$ cat src/rtl/ctrl_pkg.sv
// ============================================================================
// Module      : ctrl_pkg
// Description : Shared constants and entry type for accelerator control logic.
// Revision    : 1.0 - initial release
// ============================================================================
`default_nettype none

package ctrl_pkg;

  localparam int ADDRW_DEFAULT = 24;
  localparam int CHW_DEFAULT   = 2;

  localparam int CH_AES = 0;
  localparam int CH_SHA = 1;

  typedef struct packed {
    logic [CHW_DEFAULT-1:0]   chan;
    logic [ADDRW_DEFAULT-1:0] addr;
  } entry_t;

endpackage

`default_nettype wire

$ cat src/rtl/rr_arbiter.sv
// ============================================================================
// Module      : rr_arbiter
// Description : Round-robin grant over N requesters; the priority pointer
//               moves past the winner only when the caller signals advance.
// Revision    : 1.0 - initial release
// ============================================================================
`default_nettype none

module rr_arbiter #(
  parameter  int N  = 4,
  localparam int IW = (N > 1) ? $clog2(N) : 1
) (
  input  logic          clk,
  input  logic          rst_n,
  input  logic [N-1:0]  req,
  input  logic          advance,
  output logic [N-1:0]  grant,
  output logic [IW-1:0] grant_idx
);

  logic [IW-1:0] r_last;
  logic [IW-1:0] w_idx;
  logic [IW-1:0] w_cand;
  logic          w_found;
  int            w_j;

  // Cyclic search starting one past the previous winner.
  always_comb begin
    w_idx   = '0;
    w_cand  = '0;
    w_found = 1'b0;
    w_j     = 0;
    for (int k = 1; k <= N; k++) begin
      w_j = int'(r_last) + k;
      if (w_j >= N) w_j = w_j - N;
      w_cand = IW'(w_j);
      if (!w_found && req[w_cand]) begin
        w_found = 1'b1;
        w_idx   = w_cand;
      end
    end
  end

  assign grant     = w_found ? (N'(1) << w_idx) : '0;
  assign grant_idx = w_idx;

  always_ff @(posedge clk or negedge rst_n) begin
    if (!rst_n) begin
      r_last <= IW'(N - 1);
    end else if (advance && w_found) begin
      r_last <= w_idx;
    end
  end

endmodule

`default_nettype wire

$ cat src/rtl/comp_queue_mc.sv
// ============================================================================
// Module      : comp_queue_mc
// Description : Multi-channel completion queue, round-robin write side,
//               FWFT valid/ready read side. Define COMPQ_HWM_EN to add the
//               occupancy high-water mark (hwm_clr / hwm).
// Revision    : 1.0 - initial release
// ============================================================================
`default_nettype none

module comp_queue_mc
  import ctrl_pkg::*;
#(
  parameter  int ADDRW  = ADDRW_DEFAULT,
  parameter  int NCH    = 4,
  parameter  int QDEPTH = 8,
  localparam int CHW    = $clog2(NCH),
  localparam int CNTW   = $clog2(QDEPTH) + 1
) (
  input  logic                 clk,
  input  logic                 rst_n,
  input  logic [NCH-1:0]       valid_in,
  input  logic [NCH*ADDRW-1:0] dest_addr_in,
  output logic [NCH-1:0]       ready_out,
  output logic [ADDRW-1:0]     data_out,
  output logic [CHW-1:0]       chan_out,
  output logic                 valid_out,
  input  logic                 ready_in,
  output logic [CNTW-1:0]      count
`ifdef COMPQ_HWM_EN
  ,
  input  logic                 hwm_clr,
  output logic [CNTW-1:0]      hwm
`endif
);

  localparam int PW = $clog2(QDEPTH);

  typedef struct packed {
    logic [CHW-1:0]   chan;
    logic [ADDRW-1:0] addr;
  } q_entry_t;

  q_entry_t        r_mem [QDEPTH];
  logic [PW-1:0]   r_rd_ptr;
  logic [PW-1:0]   r_wr_ptr;
  logic [CNTW-1:0] r_count;
  logic            r_run;

  logic [NCH-1:0]  w_grant;
  logic [CHW-1:0]  w_gidx;
  logic            w_full;
  logic            w_push;
  logic            w_pop;
  logic [CNTW-1:0] w_count_nxt;
  q_entry_t        w_head;

  rr_arbiter #(.N(NCH)) u_arb (
    .clk       (clk),
    .rst_n     (rst_n),
    .req       (valid_in),
    .advance   (w_push),
    .grant     (w_grant),
    .grant_idx (w_gidx)
  );

  // Full blocks writes even when a pop is pending in the same cycle.
  assign w_full    = (r_count == CNTW'(QDEPTH));
  assign ready_out = w_grant & {NCH{~w_full & r_run}};
  assign w_push    = |(valid_in & ready_out);

  assign valid_out = (r_count != '0);
  assign w_pop     = valid_out & ready_in;
  assign w_head    = r_mem[r_rd_ptr];
  assign data_out  = valid_out ? w_head.addr : '0;
  assign chan_out  = valid_out ? w_head.chan : '0;
  assign count     = r_count;

  always_comb begin
    w_count_nxt = r_count;
    if (w_push && !w_pop)      w_count_nxt = r_count + 1'b1;
    else if (!w_push && w_pop) w_count_nxt = r_count - 1'b1;
  end

  always_ff @(posedge clk) begin
    if (w_push) begin
      r_mem[r_wr_ptr] <= '{chan: w_gidx, addr: dest_addr_in[w_gidx*ADDRW +: ADDRW]};
    end
  end

  always_ff @(posedge clk or negedge rst_n) begin
    if (!rst_n) begin
      r_rd_ptr <= '0;
      r_wr_ptr <= '0;
      r_count  <= '0;
      r_run    <= 1'b0;
    end else begin
      r_run   <= 1'b1;
      r_count <= w_count_nxt;
      if (w_push) r_wr_ptr <= r_wr_ptr + 1'b1;
      if (w_pop)  r_rd_ptr <= r_rd_ptr + 1'b1;
    end
  end

`ifdef COMPQ_HWM_EN
  logic [CNTW-1:0] r_hwm;

  // Clear reloads the upcoming occupancy rather than zero.
  always_ff @(posedge clk or negedge rst_n) begin
    if (!rst_n) begin
      r_hwm <= '0;
    end else if (hwm_clr || (w_count_nxt > r_hwm)) begin
      r_hwm <= w_count_nxt;
    end
  end

  assign hwm = r_hwm;
`endif

endmodule

`default_nettype wire

$ cat config.mk
export PLATFORM = sky130hd
export DESIGN_NAME = comp_queue_mc
export DESIGN_NICKNAME = d
export VERILOG_FILES = /design/src/rtl/ctrl_pkg.sv /design/src/rtl/rr_arbiter.sv /design/src/rtl/comp_queue_mc.sv
export SDC_FILE = /design/constraint.sdc
export NUM_CORES = 1
export LEC_CHECK = 0
export ABC_CLOCK_PERIOD_IN_PS = 5000
export CORE_AREA = 2 2 152 117
export CTS_CLUSTER_SIZE = 10
export DETAILED_ROUTE_END_ITERATION = 8
export DIE_AREA = 0 0 154 119
export PLACE_DENSITY = 0.86
export SETUP_SLACK_MARGIN = 0.5
export SLEW_MARGIN = 20
export SYNTH_ARGS = -nofsm -noshare
export SYNTH_HDL_FRONTEND = slang
export SYNTH_SLANG_ARGS = --single-unit
export TNS_END_PERCENT = 100
$ cat constraint.sdc
create_clock -name clk -period 5 [get_ports clk]
set_input_delay 1 -clock clk [delete_from_list [all_inputs] [get_ports clk]]
set_output_delay 1 -clock clk [all_outputs]
set_load 0.02 [all_outputs]
# After elaboration in Yosys (flattened, before gate mapping)
# Memories as Yosys holds them, arrays and structs flattened.
# Cells that the tools add are included.
[op_classes]
add_sub_neg = 12
multipliers = 1
magnitude_cmp = 8
n_eq_ne = 1
n_shift = 2
muxes = 27
bitwise_logic = 5
n_reduce_logical = 14
[op_table]
columns = ["operator", "count"]
rows = [
  ["indexed part select 96 x 8 -> 24 bit", 1],
  ["2-to-1 mux 24 bit", 1],
  ["2-to-1 mux 2 bit", 9],
  ["less-than comparator 2 x 3 -> 1 bit (second input constant)", 4],
  ["2-to-1 mux 4 bit", 3],
  ["2-to-1 mux 1 bit", 10],
  [">= comparator 3 bit (second input constant)", 3],
  ["AND 4 bit", 2],
  ["binary-select mux 1 bit (select 2 bit)", 4],
  ["subtractor 2 x 1 -> 2 bit (second input constant)", 4],
  ["adder 2 x 2 -> 3 bit (second input constant)", 2],
  ["adder 3 x 1 -> 3 bit (second input constant)", 2],
  ["logical AND 1 bit", 6],
  ["zero test 1 bit", 5],
  ["adder 2 x 3 -> 4 bit (second input constant)", 1],
  ["adder 4 x 1 -> 4 bit (second input constant)", 1],
  ["== test 4 bit (second input constant)", 1],
  [">= comparator 4 x 3 -> 1 bit (second input constant)", 1],
  ["multiplier 2 x 2 -> 4 bit (second input constant)", 1],
  ["nonzero test 4 bit", 1],
  ["OR reduction 4 bit", 1],
  ["<< shifter 1 x 2 -> 4 bit (first input constant)", 1],
  ["subtractor 4 x 1 -> 4 bit (second input constant)", 1],
  ["adder 2 x 1 -> 3 bit (second input constant)", 1],
  ["3 further kinds", 4],
]
[word_totals]
reg_bits = 13
ramBits = 208
in_bits = 103
output_inout_bits = 35
elab_cells = 76
memories = 1
[mem_list]
columns = ["name", "words", "width", "rd", "rd_clocked_by_memory_dff", "wr", "line_no", "text"]
rows = [
  ["r_mem", 8, 26, 1, 0, 1, "comp_queue_mc.sv:43", "q_entry_t r_mem [QDEPTH];"],
]

# Logic depth before layout (Yosys ltp)
# Gate-level depths: netlist of the first run.
[depth]
depth_word = 24
mapped_depth = 12
ltp_nobuf = 11

# Cells and area by module
# Synthesis of the first run repeated with hierarchy kept, for this count alone.
[unflattened]
cells_unflattened = 430
hier_area_um2 = 9312.7
[modules_own_cells]
columns = ["module", "instances", "cells_per_inst", "area_each_um2", "seq_area_each_um2"]
rows = [
  ["comp_queue_mc", 1, 399, 9039.9, 6521.3],
  ["rr_arbiter", 1, 31, 272.8, 52.6],
]

# Least setup slack after synthesis of the first run
# No wires, ideal clock.
[synth_path]
path_kind = "input to register"
from = "input valid_in[3]"
to = "memory r_mem[2][0] (netlist name) (enable)"
setup_ns = 0.447
t_arrival_ns = 3.602
setup_slack_ns = 0.951
cell_stages = 5
path_cell_list = "buf_2 > o41ai_1 > a21oi_1 > nand2b_1 > nor3b_1"
[synth_via]
elab_chain_cells = 19
word_cells_on_any_way = 29
classes_between = "1 x shift; 19 x mux; 2 x bitwise; 7 x reduce/logical"
[synth_rtl]
columns = ["item", "line_no", "text"]
rows = [
  ["from (decl)", "comp_queue_mc.sv:21", "input logic [NCH-1:0] valid_in,"],
  ["binary-select mux 1 bit (select 2 bit)", "rr_arbiter.sv:37", "if (!w_found && req[w_cand]) begin"],
  ["2-to-1 mux 1 bit (not written as such)", "rr_arbiter.sv:37", ""],
  ["2-to-1 mux 1 bit", "rr_arbiter.sv:37", ""],
  ["zero test 1 bit", "rr_arbiter.sv:37", ""],
  ["logical AND 1 bit", "rr_arbiter.sv:37", ""],
  ["2-to-1 mux 1 bit", "rr_arbiter.sv:37", ""],
  ["zero test 1 bit", "rr_arbiter.sv:37", ""],
  ["logical AND 1 bit", "rr_arbiter.sv:37", ""],
  ["[... 3 more ...]", "--", ""],
  ["2-to-1 mux 2 bit", "rr_arbiter.sv:37", ""],
  ["<< shifter 1 x 2 -> 4 bit", "rr_arbiter.sv:44", "assign grant = w_found ? (N'(1) << w_idx) : '0;"],
  ["2-to-1 mux 4 bit", "rr_arbiter.sv:44", ""],
  ["AND 4 bit", "comp_queue_mc.sv:68", "assign ready_out = w_grant & {NCH{~w_full & r_run}};"],
  ["AND 4 bit *", "comp_queue_mc.sv:69", "assign w_push = |(valid_in & ready_out);"],
  ["OR reduction 4 bit *", "comp_queue_mc.sv:69", ""],
  ["2-to-1 mux 1 bit *", "comp_queue_mc.sv:85", "if (w_push) begin"],
  ["2-to-1 mux 1 bit (not written as such) *", "comp_queue_mc.sv:86", "r_mem[r_wr_ptr] <= '{chan: w_gidx, addr: dest_addr_in[w_gidx*ADDRW +: ADDRW]};"],
  ["to (decl)", "comp_queue_mc.sv:43", ""],
]
# Mark *: on every way between the ends. The rest lies on a longest branch, timed or not. The select of a mux whose other input is x is not followed.

# Worst setup path in the final report of the first run
[layout_path]
from = "register r_rd_ptr[0]"
to = "output data_out[7]"
[layout_via]
elab_chain_cells = 2
[layout_rtl]
columns = ["item", "line_no", "text"]
rows = [
  ["from (decl)", "comp_queue_mc.sv:44", "logic [PW-1:0] r_rd_ptr;"],
  ["from (signal assigned)", "comp_queue_mc.sv:100", "if (w_pop) r_rd_ptr <= r_rd_ptr + 1'b1;"],
  ["memory (8 x 26 bit)", "--", ""],
  ["2-to-1 mux 24 bit", "comp_queue_mc.sv:74", "assign data_out = valid_out ? w_head.addr : '0;"],
  ["to (decl)", "comp_queue_mc.sv:24", "output logic [ADDRW-1:0] data_out,"],
]
# Every way passes these cells.

==> results.py, run 1 <==
metrics = {
    "outcome": {
        "status": "finished clean",
    },
    "cells_and_area": {
        "n_antenna_cell": 0,
        "area_growth_pct": 24.1,
        "finalInstanceArea_um2": 12100,
        "fin_nets": 819,
        "final_common_cell": "edfxtp_1",
        "final_cell_mix": "208 x edfxtp_1, 137 x clkdlybuf4s50_1, 80 x nand2_1",
        "drive_gt1_share_pct": 22.3,
    },
    "global_route": {
        "grt_util_met2_pct": 41.5,
        "busiest_layer": "met2",
        "grt_use_met3_pct": 4.33,
        "antenna_found_initial": 0,
        "grt_pass1_vias": 6041,
        "grt_pass1_wl_um": 34300,
        "grt-ovfl-total": 0,
        "grt_usage_pct": 24.8,
        "use_met1_pct": 33.5,
        "grt_max_degree": 57,
    },
    "critical_path": {
        "worstPathArrival_ps": 3180,
        "cp-endpoint": "data_out[7]",
        "critical_path.max_fanout": 32,
        "endpoint_kind": "output pin",
        "reg2reg_slack_ps": 2130,
        "slowest_delay_ps": 820,
        "crit-reg2reg-launch": "count[1]",
        "r2r_end": "count[3]",
        "required_ps": 4000,
        "crit_chain": "buf_4, mux4_2, mux2i_1, nor2_1, clkdlybuf4s50_1",
        "worstSetupPathType": "register to output pin",
        "critPathLaunchType": "register",
        "crit_slowest_cell": "dfrtp_4",
        "r2r_cells": 11,
        "startpoint": "r_rd_ptr[0]",
    },
    "floorplanning": {
        "chipHeight_um": 119,
        "die_w_um": 154,
        "num_io_pins": 138,
        "start_util_pct": 57.0,
        "rows": 42,
        "dieArea_um2": 18300,
        "coreArea_um2": 17100,
    },
    "placement": {
        "port_buffers": 137,
        "dpl_worst_slack_ps": 1040,
        "placed_cell_area_um2": 11300,
        "gp_congestion": 0.823,
        "hpwl_um": 13200,
    },
    "detailed_routing": {
        "vias_per_cell": 6.10,
        "totalWireLength_um": 22300,
        "drt_first_pass_iters": 5,
        "ant_nets": 0,
        "vias": 5796,
        "routedWlPerCell_um": 23.4,
        "drt_iter0_markers": 553,
        "drc": 0,
    },
    "clock_tree": {
        "cts_resized": 0,
        "cts_setup_buffers": 0,
        "clkTransAtPathRegs_ps": 60,
        "cts_buffers": 26,
        "cts_tree": "done",
        "clk_path_buf_depth": 3,
        "postCtsHoldBufs": 0,
        "cts_num_sinks": 221,
        "h-tree-depth": 1,
        "insertion_delay_ps": 510,
        "clockRootBuffer": "clkbuf_16",
    },
    "min_path": {
        "hp-class": "register to register",
    },
    "logic_synthesis": {
        "syn_area_per_cell_um2": 17.3,
        "ys_seq_elements": 221,
        "seq_area_frac_synth_pct": 67.6,
        "synth_nets": 671,
        "synth_cells": 562,
        "yosysWarnings": 0,
        "syn_area_um2": 9730,
        "synth-edff-count": 208,
        "yosysUniqueCellTypes": 46,
        "ys.flop_type": "edfxtp_1",
        "synthArstFlopShare_pct": 5.88,
    },
    "timing": {
        "final.setup.tns_ps": 0,
        "fin_crit_ps": 4180,
        "fin_ws_ps": 823,
        "maxSlewViolCount": 0,
        "tightest_slew_ps": 1010,
        "finClkSkew_ps": 12.7,
        "min_period_over_period_pct": 83.5,
        "relSlewSlack_pct": 32.5,
        "hold_viol_final": 0,
        "max_freq_ghz": 0.239,
        "grt_setup_unrepaired": "no",
        "setup_violations": 0,
    },
    "pwr": {
        "switching_share_pct": 34.6,
        "ir_drop_v": 0.000378,
        "internal_power_mw": 5.09,
        "p_comb_share_pct": 39.2,
        "seqPwrFrac_pct": 39.1,
        "p_sw_mw": 2.70,
        "p_per_area_nw_per_um2": 645,
        "cellLeakagePower_nw": 4.06,
        "pwr-share-clk_pct": 21.7,
    },
    "run": {
        "maxCapViolations": 0,
    },
}
[kinds of logic (layout without fill, tap and decap cells)]
group	after synthesis	count (layout)	synth area share, %
compound gates	71	71	7.00
flops	221	221	67.6
xor+xnor	8	8	0.720
mux	83	83	15.3
simple gates	127	127	5.47
buf+inv	45	213	3.09
other cells	1	1	0.0385
fa+ha+maj	6	6	0.849
[cells in the mapped netlist, types with 2 or more instances]
| cell | n | area share [%] |
|---|---|---|
| dfstp_2 | 2 | 0.54 |
| edfxtp_1 | 208 | 64 |
| a32oi_2 | 13 | 2.2 |
| inv_1 | 3 | 0.12 |
| nor2_1 | 32 | 1.2 |
| a32oi_1 | 11 | 0.99 |
| buf_2 | 16 | 0.82 |
| nor3_1 | 3 | 0.15 |
| buf_1 | 5 | 0.19 |
| nor3b_1 | 4 | 0.31 |
| nand2_1 | 80 | 3.1 |
| a21o_1 | 2 | 0.15 |
| mux2_2 | 2 | 0.23 |
| and3_1 | 2 | 0.13 |
| inv_2 | 2 | 0.077 |
| ha_1 | 5 | 0.64 |
| buf_4 | 2 | 0.15 |
| mux2i_1 | 28 | 2.9 |
| buf_6 | 10 | 1.2 |
| mux4_2 | 52 | 12 |
| o22ai_1 | 2 | 0.13 |
| clkbuf_1 | 4 | 0.15 |
| xor2_1 | 2 | 0.18 |
| dfrtp_1 | 11 | 2.8 |
| a21oi_2 | 25 | 2.3 |
| o21ai_0 | 2 | 0.10 |
| nand2b_1 | 2 | 0.13 |
| a21oi_1 | 9 | 0.46 |
| xnor2_1 | 6 | 0.54 |
[per-stage QoR]
stage	power (mW)	std cells	hold WS [ps]	util, %
floorplan	5.03	562	480	-
global placement	5.96	901	498	66.1
detailed placement	6.11	901	529	66.1
CTS	7.83	949	535	70.6
global route	8.14	950	544	70.7
finish	7.79	950	545	70.7
[critical path, delay by kind of cell (launching register included)]
kind	cells	cell delay (ps)
multiplexers	2	800
buffers and inverters	2	900
flip-flops	1	820
AND/OR/NAND/NOR	1	90
[power by group through the flow]
| stage | combinational, mW | sequential (mW) | clock (mW) |
|---|---|---|---|
| floorplan | 2.18 | 2.85 | 0 |
| global placement | 2.92 | 3.04 | 0 |
| detailed placement | 3.03 | 3.08 | 0 |
| CTS | 3.07 | 3.05 | 1.71 |
| global route | 3.28 | 3.09 | 1.78 |
| finish | 3.05 | 3.05 | 1.69 |
[state kept, by name, indices dropped and copies added, names as in the netlist]
signal / flops
r_mem: 208
u_arb.r_last: 2
r_rd_ptr: 3
count: 4
r_wr_ptr: 3
r_run: 1
[worst min path at each step]
stage          slack (ps)         from     endpoint  depth (start not counted)
6_report              550  r_wr_ptr[0]  r_wr_ptr[0]                          1
5_1_grt               540  r_wr_ptr[0]  r_wr_ptr[0]                          1
4_1_cts               530  r_wr_ptr[0]  r_wr_ptr[0]                          1
3_5_place_dp          530  r_wr_ptr[0]  r_wr_ptr[0]                          1
3_3_place_gp          500  r_wr_ptr[0]  r_wr_ptr[0]                          1
2_1_floorplan         480  r_wr_ptr[0]  r_wr_ptr[0]                          1
[final cells by class]
| class | instances | area, um2 |
|---|---|---|
| Clock inverter | 1 | 8.76 |
| Clock buffer | 47 | 751 |
| Fill cell | 965 | 5010 |
| Multi-Input combinational cell | 296 | 2890 |
| Inverter | 6 | 23.8 |
| Sequential cell | 221 | 6580 |
| Timing Repair Buffer | 159 | 1540 |
| Tap cell | 220 | 275 |
[per-layer routing]
layer,vias to the layer above,routed length (um),part of all wire (%)
met3,53,1590,7.1
met4,0,623,2.8
met1,2936,8940,40
met5,-,0,0
li1,2508,-,-
met2,299,11100,50
Note: power is estimated with default switching activity, not from simulation.
==> inputs of run 2 (changes only) <==
--- a/config.mk
+++ b/config.mk
@@ -5,12 +5,12 @@
 export SDC_FILE = /design/constraint.sdc
 export NUM_CORES = 1
 export LEC_CHECK = 0
-export ABC_CLOCK_PERIOD_IN_PS = 5000
-export CORE_AREA = 2 2 152 117
+export ABC_CLOCK_PERIOD_IN_PS = 4200
+export CORE_AREA = 2 2 157 121
 export CTS_CLUSTER_SIZE = 10
 export DETAILED_ROUTE_END_ITERATION = 8
-export DIE_AREA = 0 0 154 119
-export PLACE_DENSITY = 0.86
+export DIE_AREA = 0 0 159 123
+export PLACE_DENSITY = 0.81
 export SETUP_SLACK_MARGIN = 0.5
 export SLEW_MARGIN = 20
 export SYNTH_ARGS = -nofsm -noshare
==> constraint.sdc (replaced) <==
create_clock -name clk -period 4.2 [get_ports clk]
set_input_delay 0.84 -clock clk [delete_from_list [all_inputs] [get_ports clk]]
set_output_delay 0.84 -clock clk [all_outputs]
set_load 0.02 [all_outputs]
==> results.py, run 2 (synthesized netlist as in run 1, its figures left out) <==
metrics = {
    "outcome": {
        "status": "finished clean",
    },
    "timing": {
        "finClkSkew_ps": 11.6,
        "hold_viol_final": 0,
        "grt_setup_unrepaired": "yes",
        "maxSlewViolCount": 0,
        "final.setup.tns_ps": 0,
        "setup_violations": 0,
        "relSlewSlack_pct": 44.2,
        "fin_crit_ps": 3640,
        "min_period_over_period_pct": 86.6,
        "tightest_slew_ps": 837,
        "hold-worst-slack_ps": 566,
        "max_freq_ghz": 0.275,
    },
    "cells_and_area": {
        "area_growth_pct": 25.2,
        "final_common_cell": "edfxtp_1",
        "drive_gt1_share_pct": 23.5,
        "largest_reg_flops": 208,
        "largest_register": "r_mem",
        "final_cell_mix": "208 x edfxtp_1, 137 x clkdlybuf4s50_1, 80 x nand2_1",
        "finalNonFillerCells": 974,
        "n_antenna_cell": 0,
        "fin_nets": 825,
    },
    "clock_tree": {
        "insertion_delay_ps": 510,
        "h-tree-depth": 1,
        "clockRootBuffer": "clkbuf_16",
        "postCtsHoldBufs": 0,
        "cts_num_sinks": 221,
        "cts_buffers": 26,
        "clkTransAtPathRegs_ps": 50,
        "cts_tree": "done",
        "clk_path_buf_depth": 3,
    },
    "detailed_routing": {
        "drc": 0,
        "vias": 5705,
        "ant_nets": 0,
        "drt_iter0_markers": 578,
        "vias_per_cell": 5.86,
        "totalWireLength_um": 22000,
        "drt_first_pass_iters": 4,
        "routedWlPerCell_um": 22.6,
    },
    "floorplanning": {
        "chipHeight_um": 123,
        "start_util_pct": 53.8,
        "dieArea_um2": 19600,
        "die_w_um": 159,
        "rows": 43,
        "num_io_pins": 138,
        "coreArea_um2": 18100,
    },
    "min_path": {
        "hp-class": "register to register",
    },
    "critical_path": {
        "critPathBufInv": 2,
        "endpoint_kind": "output pin",
        "worstSetupPathType": "primary input to output pin",
        "required_ps": 3360,
        "cp_common_cell": "clkdlybuf4s50_1",
        "critPathLaunchType": "primary input",
        "crit_slowest_cell": "clkdlybuf4s50_1",
        "worstPathArrival_ps": 2800,
        "critPathTopFamily": "buffers and inverters",
        "critical_path.max_fanout": 10,
        "slowest_delay_ps": 710,
        "crit_chain": "clkdlybuf4s50_1, nand2_1, a21o_1, a21oi_1, a31oi_1, nor2b_1, clkdlybuf4s50_1",
    },
    "run": {
        "maxCapViolations": 0,
    },
    "global_route": {
        "grt_pass1_vias": 5842,
        "antenna_found_initial": 0,
        "grt_pass1_wl_um": 33300,
        "grt_max_degree": 57,
        "grt_usage_pct": 22.6,
        "grt-ovfl-total": 0,
    },
    "placement": {
        "gp_congestion": 0.912,
        "hpwl_um": 13000,
        "port_buffers": 137,
        "dp.cells": 925,
    },
    "pwr": {
        "cellLeakagePower_nw": 4.10,
        "ir_drop_v": 0.000586,
        "p_per_area_nw_per_um2": 767,
        "total_power_mw": 9.34,
    },
}
run 2: report_power, final:
| part | total [mW] | switching [mW] | leakage (nW) | internal (mW) |
|---|---|---|---|---|
| registers | 3.57 | 0.340 | 2.03 | 3.23 |
| clock network | 1.95 | 0.791 | 0.350 | 1.16 |
| logic | 3.82 | 2.07 | 1.71 | 1.75 |
| total | 9.34 | 3.20 | 4.10 | 6.14 |
run 2: final timing paths:
check,start,end,slack (ps),cells past startpoint
worst max-delay path,valid_in[0],ready_out[0],560,7
worst min-delay path,r_wr_ptr[0],r_wr_ptr[0],570,1
worst max register to register,count[1],count[3],1390,12
min in group asynchronous,rst_n,r_run,710,1
worst min register to register,r_wr_ptr[0],r_wr_ptr[0],570,1
max in group asynchronous,rst_n,r_rd_ptr[0],3010,1
run 2: final cells by class:
cell class	count	area, um2
clock inverter	1	8.76
sequential	221	6580
clock buffer	38	717
multi-input combinational	296	2900
fill	1190	5900
inverter	6	23.8
tap	247	309
timing repair buffer	165	1640
run 2: per-layer routing:
metal  track usage, %  wire length, um  vias up
li1                 -                -     2516
met1             30.4             8970     2899
met3             4.06             1440       40
met2             39.2            11200      250
met5                0                0        -
met4             5.68              442        0
run 2: through the flow:
| step | util [%] | instance area [um2] | setup slack, ps |
|---|---|---|---|
| 2_1_floorplan | - | 9730 | 311 |
| 3_3_place_gp | 62.7 | 11300 | 663 |
| 3_5_place_dp | 62.7 | 11300 | 564 |
| 4_1_cts | 66.8 | 12100 | 473 |
| 5_1_grt | 67.4 | 12200 | 488 |
| 6_report | 67.4 | 12200 | 563 |
run 2: repair_timing:
item	4_1_cts	5_1_grt
resized for setup	1	2
buffers inserted	1	9
endpoints found under the setup margin	21	14
